[src/rtl/bnn_cmd_controller.sv]
// bnn_cmd_controller
//   Byte-level command controller between a UART rx/tx pair and the BNN
//   inference core. Parses LOAD (0xA5), RUN (0x5A) and STATUS (0x3C)
//   opcodes, streams LOAD payload into the image buffer, pulses the core
//   start, and returns ACK/NAK/result/status bytes on the transmit side.
//
// Ports
//   clk, rst            system clock, asynchronous active-high reset
//   baud_clk            one-clk baud tick, drives the LOAD inter-byte timeout
//   rx_data, rx_valid   received byte and its one-cycle strobe
//   img_wr_en/addr/data image buffer write port (combinational from rx)
//   bnn_start           one-cycle inference start pulse
//   bnn_done/result     inference completion strobe and result
//   tx_data, tx_start   byte to send and one-cycle send request
//   tx_busy             transmitter busy
//   busy                controller not in IDLE
//   err                 sticky error flag, cleared by a STATUS query
module bnn_cmd_controller #(
  parameter int IMG_BYTES     = 16,
  parameter int RESULT_W      = 4,
  parameter int TIMEOUT_TICKS = 1000
) (
  input  logic                  clk,
  input  logic                  rst,
  input  logic                  baud_clk,
  input  logic [7:0]            rx_data,
  input  logic                  rx_valid,
  output logic                  img_wr_en,
  output logic [((IMG_BYTES > 1) ? $clog2(IMG_BYTES) : 1)-1:0] img_wr_addr,
  output logic [7:0]            img_wr_data,
  output logic                  bnn_start,
  input  logic                  bnn_done,
  input  logic [RESULT_W-1:0]   bnn_result,
  output logic [7:0]            tx_data,
  output logic                  tx_start,
  input  logic                  tx_busy,
  output logic                  busy,
  output logic                  err
);

  localparam int AW = (IMG_BYTES > 1) ? $clog2(IMG_BYTES) : 1;
  localparam int TW = $clog2(TIMEOUT_TICKS + 1);

  localparam logic [7:0]    OP_LOAD   = 8'hA5;
  localparam logic [7:0]    OP_RUN    = 8'h5A;
  localparam logic [7:0]    OP_STATUS = 8'h3C;
  localparam logic [7:0]    RSP_ACK   = 8'h06;
  localparam logic [7:0]    RSP_NAK   = 8'h15;
  localparam logic [AW-1:0] LAST_ADDR = AW'(IMG_BYTES - 1);
  localparam logic [TW-1:0] LAST_TICK = TW'(TIMEOUT_TICKS - 1);

  typedef enum logic [2:0] {
    S_IDLE,
    S_LOAD,
    S_START,
    S_WAIT_DONE,
    S_RESPOND,
    S_WAIT_TX_HI,
    S_WAIT_TX_LO
  } state_t;

  state_t        state, state_d;
  logic [AW-1:0] byte_cnt, byte_cnt_d;
  logic [TW-1:0] tick_cnt, tick_cnt_d;
  logic          loaded, loaded_d;
  logic          err_d;
  logic [7:0]    resp, resp_d;

  always_ff @(posedge clk or posedge rst) begin
    if (rst) begin
      state    <= S_IDLE;
      byte_cnt <= '0;
      tick_cnt <= '0;
      loaded   <= 1'b0;
      err      <= 1'b0;
    end else begin
      state    <= state_d;
      byte_cnt <= byte_cnt_d;
      tick_cnt <= tick_cnt_d;
      loaded   <= loaded_d;
      err      <= err_d;
    end
  end

  // Response byte is only visible through tx_data, which is gated by state,
  // so it needs no reset.
  always_ff @(posedge clk) begin
    resp <= resp_d;
  end

  always_comb begin
    state_d     = state;
    byte_cnt_d  = byte_cnt;
    tick_cnt_d  = tick_cnt;
    loaded_d    = loaded;
    err_d       = err;
    resp_d      = resp;
    img_wr_en   = 1'b0;
    img_wr_addr = '0;
    img_wr_data = 8'h00;
    bnn_start   = 1'b0;
    tx_start    = 1'b0;

    case (state)
      S_IDLE: begin
        if (rx_valid) begin
          case (rx_data)
            OP_LOAD: begin
              state_d    = S_LOAD;
              byte_cnt_d = '0;
              tick_cnt_d = '0;
              loaded_d   = 1'b0;
            end
            OP_RUN: begin
              if (loaded) begin
                state_d = S_START;
              end else begin
                resp_d  = RSP_NAK;
                state_d = S_RESPOND;
              end
            end
            OP_STATUS: begin
              // Report err as it stood before this query, then clear it.
              resp_d  = {6'b0, loaded, err};
              err_d   = 1'b0;
              state_d = S_RESPOND;
            end
            default: begin
              err_d   = 1'b1;
              resp_d  = RSP_NAK;
              state_d = S_RESPOND;
            end
          endcase
        end
      end

      S_LOAD: begin
        // A payload byte takes priority over a coincident baud tick.
        if (rx_valid) begin
          img_wr_en   = 1'b1;
          img_wr_addr = byte_cnt;
          img_wr_data = rx_data;
          byte_cnt_d  = byte_cnt + 1'b1;
          tick_cnt_d  = '0;
          if (byte_cnt == LAST_ADDR) begin
            loaded_d = 1'b1;
            resp_d   = RSP_ACK;
            state_d  = S_RESPOND;
          end
        end else if (baud_clk) begin
          if (tick_cnt == LAST_TICK) begin
            err_d   = 1'b1;
            resp_d  = RSP_NAK;
            state_d = S_RESPOND;
          end else begin
            tick_cnt_d = tick_cnt + 1'b1;
          end
        end
      end

      S_START: begin
        bnn_start = 1'b1;
        state_d   = S_WAIT_DONE;
      end

      S_WAIT_DONE: begin
        if (bnn_done) begin
          resp_d  = 8'h80 | {{(8 - RESULT_W){1'b0}}, bnn_result};
          state_d = S_RESPOND;
        end
      end

      S_RESPOND: begin
        if (!tx_busy) begin
          tx_start = 1'b1;
          state_d  = S_WAIT_TX_HI;
        end
      end

      S_WAIT_TX_HI: begin
        if (tx_busy) state_d = S_WAIT_TX_LO;
      end

      S_WAIT_TX_LO: begin
        if (!tx_busy) state_d = S_IDLE;
      end

      default: state_d = S_IDLE;
    endcase

    // Any byte arriving while a command is in flight is an overrun.
    if (rx_valid && (state != S_IDLE) && (state != S_LOAD)) begin
      err_d = 1'b1;
    end
  end

  assign busy    = (state != S_IDLE);
  assign tx_data = ((state == S_RESPOND) || (state == S_WAIT_TX_HI) ||
                    (state == S_WAIT_TX_LO)) ? resp : 8'h00;

endmodule
[config.mk]
export PLATFORM = sky130hd
export DESIGN_NAME = bnn_cmd_controller
export DESIGN_NICKNAME = d
export VERILOG_FILES = /design/src/rtl/bnn_cmd_controller.sv
export SDC_FILE = /design/constraint.sdc
export NUM_CORES = 1
export LEC_CHECK = 0
export CAP_MARGIN = 20
export CORE_MARGIN = 2
export CORE_UTILIZATION = 42
export CTS_CLUSTER_SIZE = 10
export DETAILED_ROUTE_END_ITERATION = 6
export PLACE_DENSITY = 0.7
export SYNTH_ARGS = -nofsm -noshare
export SYNTH_HDL_FRONTEND = slang
export SYNTH_SLANG_ARGS = --single-unit
[constraint.sdc]
create_clock -name clk -period 2.8 [get_ports clk]
set_input_delay 0.28 -clock clk [delete_from_list [all_inputs] [get_ports clk]]
set_output_delay 0.28 -clock clk [all_outputs]
set_load 0.03 [all_outputs]
==> results.yml <==
worst_hold_path:
  hold_class: "primary input to async pin"
route:
  wl_per_cell_um: 14.34
  first_pass_iters: 4
  vias: 1533
  drt_iter0_drc: 107
  wl_met3_um: 152
  ant_nets: 0
  totalWireLength_um: 3971
  viasPerCell: 5.534
  drc: 0
  top_layer: "met4"
  wl_met1_um: 1920
  dr_wl_met2_um: 1857
worst_setup_path:
  arrival_ps: 2230
  r2r_end: "resp[4]"
  critical_path.startpoint: "state[1]"
  r2r_cells: 7
  startpoint_type: "flip-flop"
  critPathKind: "flip-flop to output port"
  path_cells: "nor3b_2 -> buf_4 -> and3_1 -> clkdlybuf4s50_1"
  slowest_stage: "clkdlybuf4s50_1"
  cp.required_ps: 2520
  reg2reg_slack_ps: 740
  cpPeakStageDelay_ps: 660
  cp-end-kind: "output port"
  r2r-start: "tick_cnt[0]"
  cp_max_fo: 11
outcome:
  status: "complete, no violations"
yosys:
  async_flop_share: 0.7600
  synth_edf_count: 6
  post-synth-top-count-cell: "and3_1"
  yosys-top-cells-count: "21 x and3_1, 19 x dfrtp_1, 17 x nand2_1"
  ys.flop_type: "dfrtp_1"
  yosysTopAreaCell: "dfrtp_1"
  synth_area_per_cell_um2: 8.858
  syn-cell-area_um2: 1665
  yosysWarningCount: 0
  synth.distinct_cells: 52
  ys_top_cells_by_area: "dfrtp_1 29%, edfxtp_1 11%, and3_1 7.9%, o21ai_0 4.8%, nand2_1 3.8%"
  ys_seq_elements: 25
  seq_area_frac_synth: 0.3937
  syn_inst: 188
  synth_top_area_frac: 0.2855
timing:
  skew_ps: 1.971
  slew_headroom: 0.5035
  setup_viol: 0
  finalMaxSlewViolations: 0
  period_share: 0.8971
  timing.final.crit_period_ps: 2512
  timing.setup.tns_ps: 0
  max_freq_mhz: 398.1
  rsz0062_at_grt: "false"
  tightest_slew_ps: 743.9
  hold_viol: 0
grt:
  overflow: 0
  gr-usage-all-layers: 0.1926
  grt_pass1_vias: 1432
  antenna_found_initial: 0
  grt_pass1_wl_um: 6672
  grt_max_degree: 20
floorplan:
  die-area_um2: 4485
  start_util: 0.4449
  chipWidth_um: 66.97
  fp.dieH_um: 66.97
  coreArea_um2: 3744
  io_pins: 43
  rows: 22
power:
  p_sw_uw: 669.6
  p_int_uw: 925.6
  power_density_nw_per_um2: 738.7
  pwr-share-comb: 0.543
  ir_worst_vdd_mv: 0.3536
  p_total_uw: 1595
  power_leakage_uw: 0.0008998
  seq_power_share: 0.322
  p_sw_frac: 0.4198
  power_frac_clock: 0.135
clock_tree:
  clk_pin_slew_ps: 90
  cts_tree: "yes"
  root_buffer: "clkbuf_8"
  h-tree-depth: 1
  cts_buffers: 3
  clk_latency_ps: 270
  post_cts_resized: 0
  post-cts-setup-buffer-count: 0
  cts_max_path_buffers: 2
  clock_sinks: 25
  cts_hold_buf: 0
final_layout:
  area_growth_pct: 29.68
  final_core_util: 0.5769
  final.fill_count: 362
  diodes: 0
  finalInstanceArea_um2: 2160
  nets: 250
  layout-drive-gt1-share: 0.1092
placed_design:
  dpl_cell_area_um2: 2113
  hpwlAfterDp_um: 2989
  gp_congestion: 0.8117
  numPortBuffers: 40
run:
  cap_viol_max_count: 0
[critical path: cells and delay by family (launching register included)]
family,cells,cell delay (ps)
and+or+nand+nor,2,670
DFF,1,390
buffers and inverters,2,900
[sequential cells by signal, indices dropped and copies added, names as in the netlist]
| register | count |
|---|---|
| err | 1 |
| resp | 6 |
| state | 3 |
| byte_cnt | 4 |
| tick_cnt | 10 |
| loaded | 1 |
[cells by family after synthesis]
group,Yosys count,synth area share
multiplexers,4,0.02855
AND/OR/NAND/NOR,94,0.3419
other,1,0.002252
XOR/XNOR,1,0.005260
buffers and inverters,16,0.05259
flip-flops,25,0.3937
AO/OA/AOI/OAI,45,0.1608
adder cells (fa/ha/maj),2,0.01502
[area by class of cell]
type / instances / area [um2] / area share
clock buffer: 3 / 41.29 / 0.01912
clock inverter: 1 / 5.005 / 0.002317
inverter: 5 / 18.77 / 0.008691
multi-input combinational: 148 / 925.9 / 0.4287
sequential: 25 / 655.6 / 0.3036
tap: 48 / 60.06 / 0.02781
timing repair buffer: 47 / 452.9 / 0.2097
[power by group through the flow]
stage | registers, uW | logic, uW | clock network [uW]
4_1_cts | 515 | 870 | 221
3_3_place_gp | 516 | 858 | 0
5_1_grt | 523 | 949 | 233
3_5_place_dp | 523 | 870 | 0
6_report | 514 | 865 | 216
2_1_floorplan | 516 | 587 | 0
[placed cells by master, fill, tap and decap left out, drive strengths merged, types with 4 or more instances in the layout]
cell type      instances
nor3                   6
nor2                  17
nand3                  9
nand2                 18
clkdlybuf4s50         40
buf                    7
o21ai                 19
edfxtp                 6
a21oi                 13
and3                  21
inv                    5
a31oi                  4
dfrtp                 19
[through the flow]
| stage | setup WS, ps | hold WS (ps) | instances |
|---|---|---|---|
| 6_report | 288.1 | 430.1 | 277 |
| 5_1_grt | 150.8 | 526.8 | 277 |
| 4_1_cts | 290.3 | 455.2 | 277 |
| 3_5_place_dp | 591.2 | 485.9 | 273 |
| 3_3_place_gp | 624.5 | 484.7 | 273 |
| 2_1_floorplan | 678.0 | 231.1 | 189 |
[metal layers]
layer | track usage | up-vias
met5 | 0 | -
met3 | 0.02703 | 4
met1 | 0.2637 | 725
li1 | - | 775
met4 | 0.04592 | 0
met2 | 0.3200 | 29
[worst max-delay path by stage]
stage                     cells after the start             end  slack [ps]
after floorplan                               6         resp[0]         680
after global placement                        4  img_wr_data[0]         620
after detailed placement                      4  img_wr_data[4]         590
after CTS                                     4  img_wr_data[0]         290
after global routing                          4  img_wr_data[7]         150
final                                         4  img_wr_data[0]         290
No activity file was read; power rests on OpenSTA's default activity.
